## config.mk

```make
export PLATFORM = sky130hd
export DESIGN_NAME = fpu_share_arbiter
export DESIGN_NICKNAME = d
export VERILOG_FILES = /design/src/rtl/fpu_share_arbiter.sv
export SDC_FILE = /design/constraint.sdc
export NUM_CORES = 1
export LEC_CHECK = 0
export BUFFER_PORTS_ARGS = -buffer_cell sky130_fd_sc_hd__buf_2
export CORE_AREA = 2 2 307 309
export DETAILED_ROUTE_END_ITERATION = 10
export DIE_AREA = 0 0 309 311
export SLEW_MARGIN = 10
export SYNTH_ARGS = -nofsm -noshare
export SYNTH_HDL_FRONTEND = slang
export SYNTH_SLANG_ARGS = --single-unit
```

## constraint.sdc

```tcl
create_clock -name clk -period 2.3 [get_ports clk]
set_input_delay 0.345 -clock clk [delete_from_list [all_inputs] [get_ports clk]]
set_output_delay 0.345 -clock clk [all_outputs]
set_load 0.01 [all_outputs]
```

## src/rtl/fpu_share_arbiter.sv

```systemverilog
// fpu_share_arbiter: round-robin time-sharing of one stb/ack FP core among N requesters.
module fpu_share_arbiter #(
  parameter int N  = 4,
  parameter int W  = 64,
  parameter int GW = $clog2(N)
) (
  input  logic            clk,
  input  logic            rst,
  input  logic [N-1:0]    req_valid,
  input  logic [N*W-1:0]  req_a,
  input  logic [N*W-1:0]  req_b,
  output logic [N-1:0]    req_ready,
  output logic [N-1:0]    rsp_valid,
  output logic [W-1:0]    rsp_data,
  input  logic [N-1:0]    rsp_ready,
  output logic [W-1:0]    u_input_a,
  output logic            u_input_a_stb,
  input  logic            u_input_a_ack,
  output logic [W-1:0]    u_input_b,
  output logic            u_input_b_stb,
  input  logic            u_input_b_ack,
  input  logic [W-1:0]    u_output_z,
  input  logic            u_output_z_stb,
  output logic            u_output_z_ack,
  output logic            busy,
  output logic [GW-1:0]   grant_id
);
  typedef enum logic [2:0] {IDLE, SEND_A, SEND_B, WAIT_Z, RESP} state_t;
  state_t state;
  logic [GW-1:0] last_grant, pick;
  logic [W-1:0] a_q, b_q;
  logic found;
  // descending scan: the offset nearest last_grant+1 is written last and wins
  always_comb begin
    pick = '0;
    found = 1'b0;
    for (int i = N; i >= 1; i--) begin
      if (req_valid[(int'(last_grant) + i) % N]) begin
        pick = GW'((int'(last_grant) + i) % N);
        found = 1'b1;
      end
    end
  end
  always_ff @(posedge clk or negedge rst) begin
    if (!rst) begin
      state          <= IDLE;
      last_grant     <= GW'(N - 1);
      grant_id       <= '0;
      req_ready      <= '0;
      rsp_valid      <= '0;
      rsp_data       <= '0;
      a_q            <= '0;
      b_q            <= '0;
      u_input_a_stb  <= 1'b0;
      u_input_b_stb  <= 1'b0;
      u_output_z_ack <= 1'b0;
      busy           <= 1'b0;
    end else begin
      req_ready      <= '0;
      u_output_z_ack <= 1'b0;
      case (state)
        IDLE: if (found) begin
          a_q             <= req_a[int'(pick)*W +: W];
          b_q             <= req_b[int'(pick)*W +: W];
          req_ready       <= N'(1) << pick;
          grant_id        <= pick;
          u_input_a_stb   <= 1'b1;
          busy            <= 1'b1;
          state           <= SEND_A;
        end
        SEND_A: if (u_input_a_stb && u_input_a_ack) begin
          u_input_a_stb <= 1'b0;
          u_input_b_stb <= 1'b1;
          state         <= SEND_B;
        end
        SEND_B: if (u_input_b_stb && u_input_b_ack) begin
          u_input_b_stb <= 1'b0;
          state         <= WAIT_Z;
        end
        WAIT_Z: if (u_output_z_stb) begin
          rsp_data       <= u_output_z;
          u_output_z_ack <= 1'b1;
          rsp_valid      <= N'(1) << grant_id;
          state          <= RESP;
        end
        RESP: if (rsp_ready[grant_id]) begin
          rsp_valid  <= '0;
          last_grant <= grant_id;
          busy       <= 1'b0;
          state      <= IDLE;
        end
        default: state <= IDLE;
      endcase
    end
  end
  assign u_input_a = a_q;
  assign u_input_b = b_q;
endmodule

```

After elaboration in Yosys (flattened, before gate mapping)

Cells that the tools add are included.

Bits in registers: 211
Bits of input ports: 589
Output and inout port bits: 206
Logic and storage cells: 100

$add $sub $neg: 4
Order comparisons: 5
Equal/unequal tests: 9
Shift operators: 4
Muxes and demuxes: 43
Bitwise logic cells: 4
Reduce and logical (&&, ||, !) cells: 19

Operators by type and width:

| cell                | number |
|---|---|
| $shiftx 256x9->64   | 2 |
| $mux 1              | 20 |
| $lt 3x4->1 const B  | 4 |
| $mux 4              | 4 |
| $mux 3              | 5 |
| $pmux 3 s5          | 1 |
| $reduce_and 3->1    | 4 |
| $bmux 1 s2          | 5 |
| $ne 2x2->1 const B  | 5 |
| $mux 2              | 4 |
| $pmux 4 s2          | 1 |
| $reduce_bool 2->1   | 4 |
| $reduce_or 2->1     | 4 |
| $shl 1x2->4 const A | 2 |
| $eq 3x2->1 const B  | 2 |
| $pmux 1 s2          | 3 |
| $reduce_and 2->1    | 3 |
| $reduce_and 5->1    | 1 |
| $add 2x1->2 const B | 2 |
| $add 2x2->2 const B | 2 |
| $and 1x1->1 const A | 4 |
| $eq 3x1->1 const B  | 1 |
| $eq 3x3->1 const B  | 1 |
| $logic_not 3->1     | 1 |
| 2 further kinds     | 3 |

Logic depth before layout (Yosys ltp)

Gate-level depths: netlist of run 1.

Word-level depth: 13
Depth in mapped cells: 9

Worst setup path after synthesis of run 1

No wires, ideal clock.

Path kind: reg2reg
Start: reg last_grant[1]
End: reg b_q[10], in the netlist u_input_b[10]
Arrival: 2.098 ns
Data required time: 2.174 ns
Slack: 0.076 ns
Stages on the path, launching flop included: 7
Period minus slack after synthesis: 2.224 ns
Cells stage by stage: dfstp_2 mux2i_1 o22ai_2 a21oi_4 buf_1 mux2_2 a221o_1

Word-level cells in the longest chain between the ends: 9
Elaborated cells between the ends (all ways): 26
Those cells by class: add/sub: 4; shift: 1; mux: 20; reduce/logical: 1

Ends and longest elaborated chain:

| item                                                  | line   | text |
|---|---|---|
| from (decl)                                           | 30     | `logic [GW-1:0] last_grant, pick;` |
| from (signal assigned)                                | 47     | `last_grant <= GW'(N - 1);` |
| from (signal assigned)                                | 88     | `last_grant <= grant_id;` |
| $add 2x1->2                                           | 38, 39 |  |
| $bmux 1 s2                                            | 38     | `if (req_valid[(int'(last_grant) + i) % N]) begin` |
| $mux 1 (not written as such) (2 in a row)             | 38     |  |
| $mux 2 or $mux 1 (tied branches) (4 in a row)         | 38     |  |
| $shiftx 256x9->64 or $reduce_and 2->1 (tied branches) | -      |  |
| to (signal assigned)                                  | 64     | `b_q <= req_b[int'(pick)*W +: W];` |
| to (decl)                                             | 31     | `logic [W-1:0] a_q, b_q;` |

Several ways; a longest one is shown, not always the timed one. The select of a mux whose other input is x is not followed.
A chain may end at the register's enable or synchronous reset.

Final worst setup path of run 1

Start: reg last_grant[1]
End: reg b_q[58], in the netlist u_input_b[58]

Same word-level chain as after synthesis.

==> flow_summary.ini, run 1 <==
[outcome]
status = complete, but fails checks
violations = negative setup slack

[critical_path]
crit_slowest_cell = dfstp_2
path_delay_family = compound AO/OA/AOI/OAI gates
slowest_delay_ns = 0.53
crit_fanout = 27
critPathBufInv = 2
path_cells = mux2i_1 -> o22ai_2 -> a21oi_4 -> buf_12 -> buf_16 -> mux2_2 -> a221o_1
cp-end-kind = flip-flop
cp.arrival_ns = 2.83
crit_type = reg2reg
worstPathRequired_ns = 2.76
start_kind = flip-flop

[placed_design]
dpl.hpwl_mm = 48.36
portBuffers = 794
pre_cts_slack_ns = -0.05633
place_congestion = 0.9334
place_area_um2 = 18600
dp.cells = 3284

[yosys]
synth_cell_type_count = 39
synth_ff_type = dfrtp_1
syn_nets = 1829
synth_edf_count = 0
synth.most_common_cell = nand3_1
synth_top_cell_area_share_pct = 41.22
synth_cells = 1240
synth_top_area_cell = dfrtp_1
avgSynthCellArea_um2 = 10.23
yosysSeqAreaShare_pct = 41.63
yosysWarnings = 0
async_flop_share_pct = 100.0
netlist_top_cells_area = dfrtp_1 41%, mux2i_1 10%, a221o_1 10%
synth_seq_cells = 211
syn_area_um2 = 12690
synth_common_cells = 247 x nand3_1, 209 x dfrtp_1, 204 x nand2_1

[global_routing]
antenna_found_initial = 10
grt_pass1_wl_mm = 88.01
grt_pass1_vias = 14030
grt_max_degree = 75
grt_usage_pct = 12.08
gr-total-overflow = 0

[timing]
relSlewSlack_pct = 71.13
slew_viol_final = 0
setup-tns-final_ns = -2.206
min_period_ns = 2.372
hold_viol = 0
hold-worst-slack_ns = 0.07236
rsz0062_at_grt = true
clock_skew_ns = 0.03405
layout_setup_ws_ns = -0.07220
setup_violations = 73
worst-slew-pin-transition_ns = 0.4330
max_freq_mhz = 421.6
fin_crit_sh_pct = 103.1

[drt]
drc = 0
antenna_left = 0
detailroute.via_count = 13700
routed_wl_mm = 62.89
drt_iter0_drc = 807
route.detailed.wl_per_inst_um = 18.48
drtPass1Iterations = 5
vias_per_cell = 4.026

[clock_tree]
htree_levels = 1
cts_tree = done
cts_buffers = 26
clk_path_buf_depth = 3
clock-sinks = 211
clock_latency_ns = 0.60
root_buffer = clkbuf_16
clk_pin_slew_ns = 0.06

[power]
ir_worst_vdd_v = 0.0004969
p_per_area_nw_per_um2 = 1149
p_leak_nw = 9.894

[die]
rows = 112
start_util_pct = 13.68
io_pins = 795
die_w_um = 309
core_area_um2 = 92770
die_area_um2 = 96100
fp.dieH_um = 311

[finish]
drive_gt1_share_pct = 50.23
syn_to_final_growth_pct = 61.07
fin_area_um2 = 20440
fillerInstances = 10180
multiInputGateArea_um2 = 6590
seq_area_um2 = 5283
layout.cells.non_filler = 3404
fin_nets = 2717

[run]
drv_cap = 0

[worst_hold_path]
min_path_type = in2reg
-- cell type report --
class                      count  area share (%)
multi-input combinational    891           32.25
tap                         1254           7.677
clock buffer                  37           3.679
timing repair buffer         991           29.53
clock inverter                 9          0.8449
inverter                       7          0.1286
antenna                        4         0.04898
sequential                   211           25.85
-- registers in the layout, summed over array words and instances (netlist names) --
name	count
u_input_b	64
u_input_b_stb	1
grant_id	2
req_ready	4
u_input_a	64
busy	1
rsp_valid	4
last_grant	2
state	3
u_output_z_ack	1
u_input_a_stb	1
rsp_data	64
-- cell families (layout without fill, tap and decap cells) --
logic type	count (synthesis)	in the layout	share of synthesized area [%]
AOI/OAI and AO/OA	150	150	11.45
other	0	4	0
DFF	211	211	41.63
muxes	260	260	22.07
buffers and inverters	138	1044	7.356
and+or+nand+nor	481	481	17.49
-- metal layers --
metal / routed length, µm / track usage (%) / vias to the layer above
met4: 2977 / 5.858 / 6
met3: 4934 / 3.167 / 127
li1: - / - / 6377
met5: 41 / 0 / -
met1: 24900 / 13.91 / 6532
met2: 30040 / 20.60 / 662
-- cells in the final DEF, fill, tap and decap left out, types with 11 or more instances in the layout --
master         Yosys  layout
a221o_1          128     128
buf_12             0      19
buf_2             38     793
buf_4              1      96
clkbuf_16          0      28
dfrtp_1          209     209
dlygate4sd3_1      0      66
mux2_1            60      44
mux2_2            64      60
mux2_4             6      26
mux2i_1          129     127
nand2_1          204     203
nand3_1          247     246
nand3_2           10      11
-- power by group --
part | total (mW) | internal, mW | switching (mW)
Combinational | 12.5 | 5.77 | 6.71
Clock | 4.52 | 2.72 | 1.81
Sequential | 6.47 | 5.45 | 1.02
-- worst min-delay path, cell delays in order --
cell and delay, ns:
buf_2 0.11, a21o_1 0.11, a211oi_1 0.06
-- final timing paths --
kind	from	end	slack (ns)	cells past startpoint
max in group asynchronous	rst	u_input_a[21]	1.25	4
hold / removal	u_output_z_stb	state[0]	0.07	3
hold reg to reg	rsp_data[62]	rsp_data[62]	0.47	2
setup reg to reg	last_grant[1]	u_input_b[58]	-0.07	7
setup / recovery	last_grant[1]	u_input_b[58]	-0.07	7
min in group asynchronous	rst	u_input_a[44]	0.27	2
-- metrics by stage --
step | utilization (%) | total power, mW
finish | 22.03 | 23.48
global route | 22.03 | 24.98
CTS | 21.92 | 23.62
detailed placement | 20.05 | 18.64
global placement | 20.05 | 18.52
floorplan | - | 13.47
-- timing repair --
| item | 4_1_cts | 5_1_grt |
|---|---|---|
| pin swaps | 19 | 0 |
| resized for setup | 30 | 7 |
| gates cloned | 1 | 2 |
| setup endpoints to repair | 116 | 127 |
| hold endpoints to repair | 115 | 0 |
| buffers inserted | 0 | 1 |
| hold buffers | 66 | 0 |
Note: power is estimated with default switching activity, not from simulation.
==> inputs of run 2 (changes only) <==
--- a/config.mk
+++ b/config.mk
@@ -9,6 +9,7 @@
 export CORE_AREA = 2 2 307 309
 export DETAILED_ROUTE_END_ITERATION = 10
 export DIE_AREA = 0 0 309 311
+export MAX_ROUTING_LAYER = met4
 export SLEW_MARGIN = 10
 export SYNTH_ARGS = -nofsm -noshare
 export SYNTH_HDL_FRONTEND = slang
==> flow_summary.ini, run 2 (synthesis gave the netlist of run 1 again) <==
[clock_tree]
clk_path_buf_depth = 3
root_buffer = clkbuf_16
htree_levels = 1
clock-sinks = 211
clk_pin_slew_ns = 0.06
post_cts_buffers = 0
clock_latency_ns = 0.59
cts_tree = done
cts_buffers = 27

[drt]
routed_wl_mm = 62.04
vias_per_cell = 4.020
route.detailed.wl_per_inst_um = 18.09
antenna_left = 0
drtPass1Iterations = 6
detailroute.via_count = 13780
drt_iter0_drc = 923
drc = 0

[placed_design]
place_area_um2 = 18810
portBuffers = 794
dpl.hpwl_mm = 49.14
place_congestion = 0.9443

[global_routing]
grt_pass1_vias = 14120
grt_usage_pct = 12.45
grt_max_degree = 70
antenna_found_initial = 16
gr-total-overflow = 0
grt_pass1_wl_mm = 87.66

[power]
total_power_mw = 23.65
p_per_area_nw_per_um2 = 1150
p_leak_nw = 9.984
ir_worst_vdd_v = 0.0005535

[finish]
fin_nets = 2733
layout_commonest_cell = buf_2
fin_area_um2 = 20560
final_cell_mix = 793 x buf_2, 246 x nand3_1, 209 x dfrtp_1
syn_to_final_growth_pct = 62.05
drive_gt1_share_pct = 50.18
fillerInstances = 10240

[timing]
setup_violations = 79
rsz0062_at_grt = true
slew_viol_final = 0
relSlewSlack_pct = 69.18
min_period_ns = 2.351
fin_crit_sh_pct = 102.2
hold_viol = 0
max_freq_mhz = 425.4
layout_setup_ws_ns = -0.05082
hold-worst-slack_ns = 0.06370
clock_skew_ns = 0.01803
worst-slew-pin-transition_ns = 0.4624

[die]
die_area_um2 = 96100
fp.dieH_um = 311
io_pins = 795
start_util_pct = 13.68
core_area_um2 = 92770
die_w_um = 309
rows = 112

[worst_hold_path]
min_path_type = in2reg

[run]
drv_cap = 0

[critical_path]
crit_slowest_cell = dfstp_2
slowest_delay_ns = 0.54
crit_fanout = 18
worstPathRequired_ns = 2.77
cp-end-kind = flip-flop
crit_type = reg2reg
start_kind = flip-flop
cp.arrival_ns = 2.82
path_common_cell = buf_12
path_cells = mux2i_1 -> o22ai_2 -> a21oi_4 -> buf_12 -> buf_12 -> mux2_1 -> a221o_1

[outcome]
violations = negative setup slack
status = complete, but fails checks
==> run 2: worst paths after layout <==
check	start	end	slack (ns)	cells after the start
max in group asynchronous	rst	u_input_b[37]	1.23	3
min in group asynchronous	rst	u_input_a[36]	0.28	2
min reg2reg	rsp_data[7]	rsp_data[7]	0.47	2
max	last_grant[1]	u_input_a[3]	-0.05	7
min	u_input_a_ack	u_input_a_stb	0.06	4
max reg2reg	last_grant[1]	u_input_a[3]	-0.05	7
==> run 2: final cells by class <==
cell class              count  area [µm²]  area share [%]
flip-flops and latches    211        5283           25.69
well taps                1254        1569           7.631
repair buffers           1006        6130           29.81
clock inverters            12       178.9          0.8702
inverters                   7       26.28          0.1278
diodes                     11       27.53          0.1339
clock buffers              37       773.2           3.761
multi-input cells         891        6575           31.98
==> run 2: where the power goes <==
part | switching [mW] | internal, mW
logic | 6.69 | 5.85
clock network | 1.84 | 2.80
registers | 1.02 | 5.45
total | 9.55 | 14.1
==> run 2: worst max-delay path: cells and delay by family (launching register included) <==
family                 cells  cell delay (ns)
DFF                        1             0.54
buffers and inverters      2             0.42
AOI/OAI and AO/OA          3             0.64
muxes                      2             0.58
==> run 2: what timing repair did <==
action / 4_1_cts / 5_1_grt
gates cloned: 0 / 0
gates resized for setup: 28 / 4
endpoints found under the setup margin: 119 / 128
endpoints found under the hold margin: 102 / 0
hold buffers: 65 / 0
==> run 2: metal layers <==
layer | up-vias | share of wire, % | GRT usage (%)
met4 | 0 | 4.4 | 5.914
li1 | 6426 | - | -
met3 | 116 | 7.9 | 3.208
met1 | 6615 | 40 | 13.86
met2 | 627 | 48 | 20.66
met5 | - | 0 | -
==> run 2: metrics by stage <==
step	TNS, ns	setup slack, ns	utilization (%)	instances
2_1_floorplan	0	0.07644	-	1240
3_3_place_gp	-0.1061	-0.03119	20.28	3304
3_5_place_dp	-1.586	-0.05400	20.28	3304
4_1_cts	-3.653	-0.06644	22.12	3418
5_1_grt	-10.48	-0.1390	22.17	3429
6_report	-1.714	-0.05082	22.17	3429
==> inputs of run 3 (changes only) <==
==> constraint.sdc (replaced) <==
create_clock -name clk -period 2.3 [get_ports clk]
set_input_delay 0.69 -clock clk [delete_from_list [all_inputs] [get_ports clk]]
set_output_delay 0.69 -clock clk [all_outputs]
set_load 0.01 [all_outputs]
==> flow_summary.ini, run 3 (synthesis gave the netlist of run 1 again) <==
[outcome]
status = complete, but fails checks
violations = negative setup slack

[clock_tree]
clk_path_buf_depth = 3
clock_latency_ns = 0.59
cts_tree = done
clk_pin_slew_ns = 0.06
root_buffer = clkbuf_16
cts_buffers = 27
clock-sinks = 211
htree_levels = 1

[placed_design]
pre_cts_slack_ns = -0.2987
place_congestion = 0.9502
portBuffers = 794
dp.cells = 3305
dpl.hpwl_mm = 49.60

[critical_path]
rr_worst_depth = 7
crit_fanout = 24
worstPathRequired_ns = 2.76
regToRegSetupSlack_ns = -0.04
cp-end-kind = flip-flop
start_kind = flip-flop
cp.arrival_ns = 2.80
endpoint = u_input_b[63]
critPathLaunch = last_grant[1]
r2r-end = u_input_b[63]
timing.rr.start = last_grant[1]
crit_type = reg2reg

[global_routing]
grt_max_degree = 74
gr-total-overflow = 0
grt_pass1_wl_mm = 86.94
grt_usage_pct = 12.36
grt_pass1_vias = 13630
antenna_found_initial = 16

[die]
start_util_pct = 13.68
rows = 112
core_area_um2 = 92770
fp.dieH_um = 311
io_pins = 795
die_w_um = 309
die_area_um2 = 96100

[timing]
relSlewSlack_pct = 51.48
min_period_ns = 2.340
fin_crit_sh_pct = 101.7
worst-slew-pin-transition_ns = 0.7259
max_freq_mhz = 427.4
setup_violations = 48
clock_skew_ns = 0.01903
layout_setup_ws_ns = -0.03980
hold_viol = 0
slew_viol_final = 0
rsz0062_at_grt = true
hold-worst-slack_ns = 0.08240

[finish]
layout_commonest_cell = buf_2
final_cell_mix = 793 x buf_2, 246 x nand3_1, 209 x dfrtp_1
multiInputGateArea_um2 = 6556
fin_util_pct = 21.61
layout.cells.non_filler = 3378
drive_gt1_share_pct = 52.13
fillerInstances = 10260
fin_nets = 2680
syn_to_final_growth_pct = 57.96
seq_area_um2 = 5283

[drt]
drc = 0
route.detailed.wl_per_inst_um = 18.66
routed_wl_mm = 63.02
detailroute.via_count = 13490
vias_per_cell = 3.993
drtPass1Iterations = 4
antenna_left = 0
drt_iter0_drc = 900

[power]
ir_worst_vdd_v = 0.0005450
total_power_mw = 23.57
p_per_area_nw_per_um2 = 1176
p_leak_nw = 9.747

[worst_hold_path]
min_path_type = in2async

[run]
drv_cap = 0
## run 3: where the power goes
group / switching, mW / leakage [nW] / internal, mW / total, mW
clock network: 1.81 / 0.443 / 2.57 / 4.39
registers: 1.00 / 2.64 / 5.45 / 6.46
logic: 6.76 / 6.67 / 5.97 / 12.7
## run 3: worst max-delay path: stages (launching register included)
cell and delay (ns):
dfstp_2 0.54, mux2i_1 0.21, o22ai_2 0.13, a21oi_4 0.20, buf_12 0.20, buf_16 0.20, mux2_2 0.36, a221o_1 0.31
## run 3: stage by stage
| stage | area (µm²) | setup TNS, ns |
|---|---|---|
| after floorplan | 12690 | 0 |
| after global placement | 18880 | -26.39 |
| after detailed placement | 18880 | -31.06 |
| after CTS | 19820 | -2.022 |
| after global routing | 20040 | -7.499 |
| final | 20040 | -0.8269 |
## run 3: repair_timing
| item | CTS | global route |
|---|---|---|
| endpoints found under the setup margin | 87 | 126 |
| setup buffers | 0 | 8 |
| pin swaps | 1 | 0 |
| hold endpoints to repair | 0 | 0 |
| gates resized for setup | 10 | 12 |
| hold buffers | 0 | 0 |
| cloned | 0 | 3 |
## run 3: cell type report
| class | instances | share of cell area (%) |
|---|---|---|
| sequential | 211 | 26.36 |
| multi-input combinational | 891 | 32.71 |
| timing repair buffer | 953 | 28.32 |
| inverter | 7 | 0.1311 |
| tap | 1254 | 7.828 |
| clock buffer | 44 | 4.139 |
| antenna | 12 | 0.1498 |
| clock inverter | 6 | 0.3621 |
## run 3: layer usage
layer	track usage (%)	share of wire, %	wire length, µm
met1	14.04	41	25540
met2	20.31	47	29910
met3	2.956	7.8	4897
met4	5.914	4.2	2666
met5	-	0	0
## run 3: how the worst min path moves through the flow
stage	end	slack (ns)	cells after the start
3_5_place_dp	rsp_data[26]	0.46	2
3_3_place_gp	rsp_data[16]	0.45	2
5_1_grt	u_input_a[44]	0.12	1
6_report	u_input_a[44]	0.08	1
4_1_cts	u_input_a[44]	0.09	1
2_1_floorplan	busy	0.39	0
